--- src/rtl/uart_tx_fifo.sv ---
// uart_tx_fifo: circular byte FIFO feeding a UART over its wr_en/din/wr_rdy handshake.
//   clk, rst        : single clock, synchronous active-high reset
//   push, push_data : write request and byte, accepted when !full
//   full, empty     : occupancy flags derived from the registered count
//   count           : number of occupied entries (0..DEPTH)
//   ovf             : sticky overflow flag, only built when UART_TX_FIFO_OVF_EN is defined
//   uart_wr_en      : offer strobe to the UART, high only in OFFER
//   uart_din        : byte offered, loaded only when leaving IDLE
//   uart_wr_rdy     : UART ready; the handoff edge is uart_wr_en && uart_wr_rdy
module uart_tx_fifo #(
  parameter int DEPTH = 16,
  parameter int WIDTH = 8
) (
  input  logic                     clk,
  input  logic                     rst,
  input  logic                     push,
  input  logic [WIDTH-1:0]         push_data,
  output logic                     full,
  output logic                     empty,
  output logic [$clog2(DEPTH):0]   count,
  output logic                     ovf,
  output logic                     uart_wr_en,
  output logic [WIDTH-1:0]         uart_din,
  input  logic                     uart_wr_rdy
);
  localparam int AW = $clog2(DEPTH);
  localparam int CW = AW + 1;
  typedef enum logic [1:0] {IDLE, OFFER, GAP} state_t;
  state_t state, state_nxt;
  logic [WIDTH-1:0] mem [DEPTH];
  logic [AW-1:0] wr_ptr, rd_ptr;
  logic push_ok, pop;
  assign full    = count == CW'(DEPTH);
  assign empty   = count == '0;
  assign push_ok = push && !full;
  always_ff @(posedge clk) begin
    if (rst) state <= IDLE;
    else     state <= state_nxt;
  end
  // GAP always returns to IDLE so a late-falling wr_rdy cannot cause a second capture
  always_comb begin
    state_nxt = (state == IDLE)  ? (empty ? IDLE : OFFER) :
                (state == OFFER) ? (uart_wr_rdy ? GAP : OFFER) : IDLE;
  end
  always_comb begin
    uart_wr_en = state == OFFER;
    pop        = state == IDLE && !empty;
  end
  // storage is intentionally left out of reset
  always_ff @(posedge clk) begin
    if (push_ok) mem[wr_ptr] <= push_data;
  end
  // pointers wrap naturally because DEPTH is a power of two
  always_ff @(posedge clk) begin
    if (rst) begin
      wr_ptr   <= '0;
      rd_ptr   <= '0;
      count    <= '0;
      uart_din <= '0;
    end else begin
      if (push_ok) wr_ptr <= wr_ptr + AW'(1);
      if (pop) begin
        uart_din <= mem[rd_ptr];
        rd_ptr   <= rd_ptr + AW'(1);
      end
      count <= count + CW'(push_ok) - CW'(pop);
    end
  end
`ifdef UART_TX_FIFO_OVF_EN
  always_ff @(posedge clk) begin
    if (rst)              ovf <= 1'b0;
    else if (push && full) ovf <= 1'b1;
  end
`else
  assign ovf = 1'b0;
`endif
endmodule

--- config.mk ---
export PLATFORM = sky130hd
export DESIGN_NAME = uart_tx_fifo
export DESIGN_NICKNAME = d
export VERILOG_FILES = /design/src/rtl/uart_tx_fifo.sv
export SDC_FILE = /design/constraint.sdc
export NUM_CORES = 1
export LEC_CHECK = 0
export ABC_CLOCK_PERIOD_IN_PS = 2450
export CORE_MARGIN = 2
export CORE_UTILIZATION = 42
export CTS_CLUSTER_SIZE = 25
export DETAILED_ROUTE_END_ITERATION = 7
export MAX_ROUTING_LAYER = met4
export PLACE_DENSITY_LB_ADDON = 0.1
export SYNTH_ARGS = -nofsm -noshare
export SYNTH_HDL_FRONTEND = slang
export SYNTH_SLANG_ARGS = --single-unit
--- constraint.sdc ---
create_clock -name clk -period 2.45 [get_ports clk]
set_input_delay 0.245 -clock clk [delete_from_list [all_inputs] [get_ports clk]]
set_output_delay 0.245 -clock clk [all_outputs]
set_load 0.02 [all_outputs]
**Yosys cells after proc, flatten, opt, wreduce, memory -nomap -nowiden**

Memory sizes are Yosys's and may differ from the RTL's. A register that Yosys moved wholly into a read port is not among the register bits.
Cells that the tools add are included.

- $add $sub $neg: 4
- Reduce and logical (&&, ||, !) cells: 6
- Eq/ne operators: 2
- Muxes and demuxes: 6

Operator list:

| kind | number |
|---|---|
| $add A4 B1 Y4 const B | 2 |
| $mux W2 | 3 |
| $add A5 B1 Y5 | 1 |
| $eq A5 B5 Y1 const B | 1 |
| $logic_not A5 Y1 | 1 |
| $sub A5 B1 Y5 | 1 |
| $mux W1 | 3 |
| $eq A2 B1 Y1 const B | 1 |
| $logic_and A1 B1 Y1 | 2 |
| $logic_not A1 Y1 | 2 |
| $logic_not A2 Y1 | 1 |

- Word-level logic and storage cells: 23
- Bits of input ports: 12
- Register bits: 15
- RAM bits: 128
- Memories kept: 1
- Output and inout bits: 17

Memories:

| name | words | width | read ports | clocked after memory_dff | wr ports | line | text |
|---|---|---|---|---|---|---|---|
| mem | 16 | 8 | 1 | 1 | 1 | 30 | `logic [WIDTH-1:0] mem [DEPTH];` |

**Longest topological paths before layout**

- Depth after elaboration: 5
- Depth in mapped cells: 14
- Mapped depth without buffers: 13

**Least setup slack after synthesis**

Ideal clock, no wire load.

- Kind: reg-to-reg
- Start: register count[2]
- End: register count[4]
- Setup slack: -0.424 ns
- Clock period less this slack: 2.874 ns
- Cell stages (with the launch flop): 15
- Setup time: 0.070 ns
- Path buffers: 1
- Data required time: 2.380 ns
- Arrival: 2.804 ns
- Cells stage by stage: dfxtp_1 inv_1 ha_1 nand4bb_1 and2_1 clkbuf_1 inv_1 ha_1 inv_1 ha_1 fa_1 a21oi_1 nor2_1 or3_1 a21oi_1

- Longest elaborated chain between the ends: 5
- Elaborated cells on any way between the ends: 8
- Those cells by class: add/sub (2); eq/ne (1); reduce/logical (5)

Ends and longest elaborated chain:

| what | line | text |
|---|---|---|
| start: declaration | 20 | `output logic [$clog2(DEPTH):0] count,` |
| start signal: assignment | 66 | `count <= count + CW'(push_ok) - CW'(pop);` |
| $eq A5 B5 Y1 | 33 | `assign full = count == CW'(DEPTH);` |
| $logic_not A1 Y1 | 35 | `assign push_ok = push && !full;` |
| $logic_and A1 B1 Y1 | 35 |  |
| $add A5 B1 Y5 | 66 |  |
| $sub A5 B1 Y5 (*) | 66 |  |

Every way passes the cells marked *; elsewhere a longest branch is shown, timed or not.
A chain may end at the register's enable or synchronous reset.

**Worst setup path after layout**

- Start: register count[2]
- End: register count[4]

- Elaborated cells on any way between the ends: 8
- Those cells by class: add/sub (2); eq/ne (1); reduce/logical (5)

RTL lines:

| what | line | text |
|---|---|---|
| $logic_not A5 Y1 | 34 | `assign empty = count == '0;` |
| $logic_not A1 Y1 | 47 | `pop = state == IDLE && !empty;` |
| $logic_and A1 B1 Y1 | 47 |  |
| via pop | 32 | `logic push_ok, pop;` |
| $sub A5 B1 Y5 | 66 |  |

The timed path passes the listed nets, and every way through them passes these cells.

==> impl_results.md <==
* Status: finished, violations left
* Failing checks: negative setup slack
* Die W at 125 um
* Root Driver: clkbuf_16
* Critical Path RT at 2.80 ns
* Clk pin slew, worst setup/hold paths at 0.06 ns
* CP Capture Type: register
* Ant. Diodes at 0
* Worst clock skew at 0.00302 ns
* Fraction of power consumed by combinational cells at 28.3%
* Filler Cells Inserted at 1,195
* Syn-to-layout area delta at 20.5%
* Least-Margin Pin Slew at 0.597 ns
* Worst r2r path cells at 13
* RSZ-0062 raised after global routing: yes
* Max Fclk at 0.385 GHz
* Utilization after layout at 51.3%
* Switch share at 27.5%
* Slew Viols, Final at 0
* Yosys synthesis warning count at 0
* Inserted Clock Buffers at 17
* Leading cell type by number of instances after synthesis: edfxtp_1
* Sequential share of power at 40.4%
* Clock network power share at 31.4%
* Final #Nets at 415
* Ports at 29
* CP cell instances: inv_4 > ha_4 > or4b_4 > nand2_2 > inv_2 > ha_4 > inv_2 > ha_4 > fa_2 > a21oi_2 > nor2_1 > or3_1 > a21oi_1
* First-pass GRT wire length at 18,500 um
* # DRC at 0
* Max-Cap Viols at 0
* Worst Path Arrival at 2.95 ns
* Sw Pwr at 2.11 mW
* Cells after synthesis at 328
* Clock sinks at 151
* # rows at 44
* Remaining Overflow, GRT at 0
* Hold path endpoint: state[1]
* Top cell type's share of synthesized area at 62.6%
* Initial antenna violation count at 0
* Hold Path Depth at 2
* Slew headroom at 60.1%
* Via density at 5.22
* Yosys cell types at 37
* Worst Hold Class: in2reg
* Cell Int Power at 5.57 mW
* CP Class: reg2reg
* Area of the core at 14,400 um^2
* Setup violations, final at 1
* Max FO, Critical Path at 2
* Worst setup startpoint: count[2]
* WHS at 0.481 ns
* Routed Antenna Nets at 0
* H-tree Lvls at 4
* R2r startpoint: count[2]
* Vias at 3,068
* Synth top cells by count: 128 x edfxtp_1, 27 x mux4_1, 23 x dfxtp_1
* Final HPWL DP at 7310 um
* Tmin final at 2.60 ns
* Synth top area cells: edfxtp_1 63%, mux4_1 12%, dfxtp_1 7.5%, mux2i_1 2.6%, ha_1 2.2%
* PD cells at 1040 nW/um^2
* Final hold violation count at 0
* Max Root-Sink Buffers at 2
* Post-synthesis instance area at 6140 um^2
* First-pass DRT Iterations at 5
* DR WL/cell at 20.3 um
* Final Non-Filler Cells at 588
* FF/Latch Area at 4310 um^2
* Reg-to-Reg End: count[4]
* Iteration-0 DRC count of the detailed router at 185
* CTS tree: built
* Biggest cell delay along the critical path at 0.47 ns
* Seq/Total Area, Yosys at 70.0%
* Leading area contributor after synthesis: edfxtp_1
* Die area at 15,600 um^2
* Hold_sp: uart_wr_rdy
* Share of cells above drive strength 1 at 20.0%
* Ys flop type: edfxtp_1
* Total setup buffers inserted after CTS at 0
* Post-layout power at 7.68 mW
* Routability Congestion at 0.713
* Asr flop ratio synth at 0%
* Die height at 125 um
* Footprint of the multi-input gates at 1710 um^2
* Mapped Nets at 352
* Number of port buffers at 27
* Effective utilization at floorplan at 42.6%
* Number of synthesized flops with an enable pin at 128
* Vias in the first global route at 3,173
* Worst reg-to-reg setup slack at -0.15 ns
* WL final at 12,000 um
* Largest net degree at the start of global routing at 36
* CP max-delay cell: or4b_4
* GRT Total Usage at 17.0%
* Element type at the critical path start: register
* Pleak at 2.52 nW
* Post-route setup slack at -0.151 ns
* Crit share post-route at 106%
* Post-Place Cells at 556
* Syn avg cell area at 18.7 um^2
* Skew-Pair Late Insertion Delay at 0.41 ns
* Synthesized flop and latch total at 151
* Peak VDD IR at 0.478 mV
* Critical Path Most Common Cell: ha_4
[how the worst max path moves through the flow]
stage | slack (ns) | depth (start not counted) | endpoint
2_1_floorplan | -0.22 | 13 | count[4]
3_3_place_gp | -0.21 | 13 | count[4]
3_5_place_dp | -0.24 | 13 | count[4]
4_1_cts | -0.16 | 13 | count[4]
5_1_grt | -0.25 | 13 | count[4]
6_report | -0.15 | 13 | count[4]
[power by group through the flow]
stage / clock, mW / sequential, mW / combinational [mW]
floorplan: 0 / 3.25 / 1.30
global placement: 0 / 3.15 / 2.13
detailed placement: 0 / 3.15 / 2.15
CTS: 2.47 / 3.10 / 2.21
global route: 2.58 / 3.12 / 2.39
finish: 2.41 / 3.10 / 2.17
[registers in the layout, indices dropped and copies added, names as in the netlist]
| name | count |
|---|---|
| mem | 128 |
| uart_din | 8 |
| count | 5 |
| rd_ptr | 4 |
| wr_ptr | 4 |
| state | 2 |
[critical path: cells and delay by family, from the launching register on]
kind,cells,cell delay (ns)
AND/OR/NAND/NOR,4,0.94
flip-flops,1,0.35
adder cells (fa/ha/maj),4,0.87
AO/OA/AOI/OAI,2,0.23
buffers and inverters,3,0.15
[per-stage QoR]
step	worst slack, ns	TNS [ns]	cell area (um^2)
6_report	-0.151	-0.151	7400
5_1_grt	-0.250	-0.250	7400
4_1_cts	-0.158	-0.158	7400
3_5_place_dp	-0.241	-0.241	6810
3_3_place_gp	-0.208	-0.208	6810
2_1_floorplan	-0.222	-0.222	6160
[metal layers]
metal	share of wire (%)	global-route usage, %
met1	44	21.4
met2	50	27.5
met3	4.2	3.38
met4	1.6	6.27
met5	0	-
[cell families (layout without fill, tap and decap cells)]
| kind of cell | after synthesis | in the layout | share of synthesized area (%) |
|---|---|---|---|
| DFF | 151 | 151 | 70.0 |
| other | 1 | 1 | 0.0610 |
| and+or+nand+nor | 62 | 62 | 5.42 |
| buffers and inverters | 29 | 105 | 2.81 |
| xor gates and xnor gates | 9 | 9 | 1.28 |
| AOI/OAI and AO/OA | 16 | 16 | 1.83 |
| muxes | 48 | 48 | 16.0 |
| adders and majority gates | 12 | 12 | 2.57 |
[cells in the final DEF, fill, tap and decap left out, types with 2 or more instances in the layout]
master and count:
clkbuf_8 7, inv_1 7, mux2i_1 16, buf_4 34, ha_1 8, clkbuf_16 17, mux4_1 27, nand3b_1 8
edfxtp_1 128, clkbuf_1 6, xor2_1 5, ha_4 3, dfxtp_4 2, and3_1 2, xnor2_1 4, nor3_1 4
clkdlybuf4s50_1 26, dfxtp_1 20, mux4_2 5, nor2b_1 3, inv_4 2, a21oi_1 5, o221ai_1 8, inv_2 2
nand2_1 8, or3_1 2, nand3_1 4, nor2_1 22, nand2b_1 3
[what timing repair did]
item / 4_1_cts / 5_1_grt
gates resized for setup: 7 / 1
setup endpoints to repair: 2 / 1
hold buffers: 0 / 0
pin swaps: 1 / 0
[cell type report]
| cell class | instances | share of cell area (%) |
|---|---|---|
| Tap cell | 184 | 3.11 |
| Multi-Input combinational cell | 148 | 23.1 |
| Inverter | 11 | 0.625 |
| Timing Repair Buffer | 62 | 7.35 |
| Sequential cell | 151 | 58.3 |
| Clock inverter | 2 | 0.169 |
| Clock buffer | 30 | 7.35 |
Note: power is estimated with default switching activity, not from simulation.
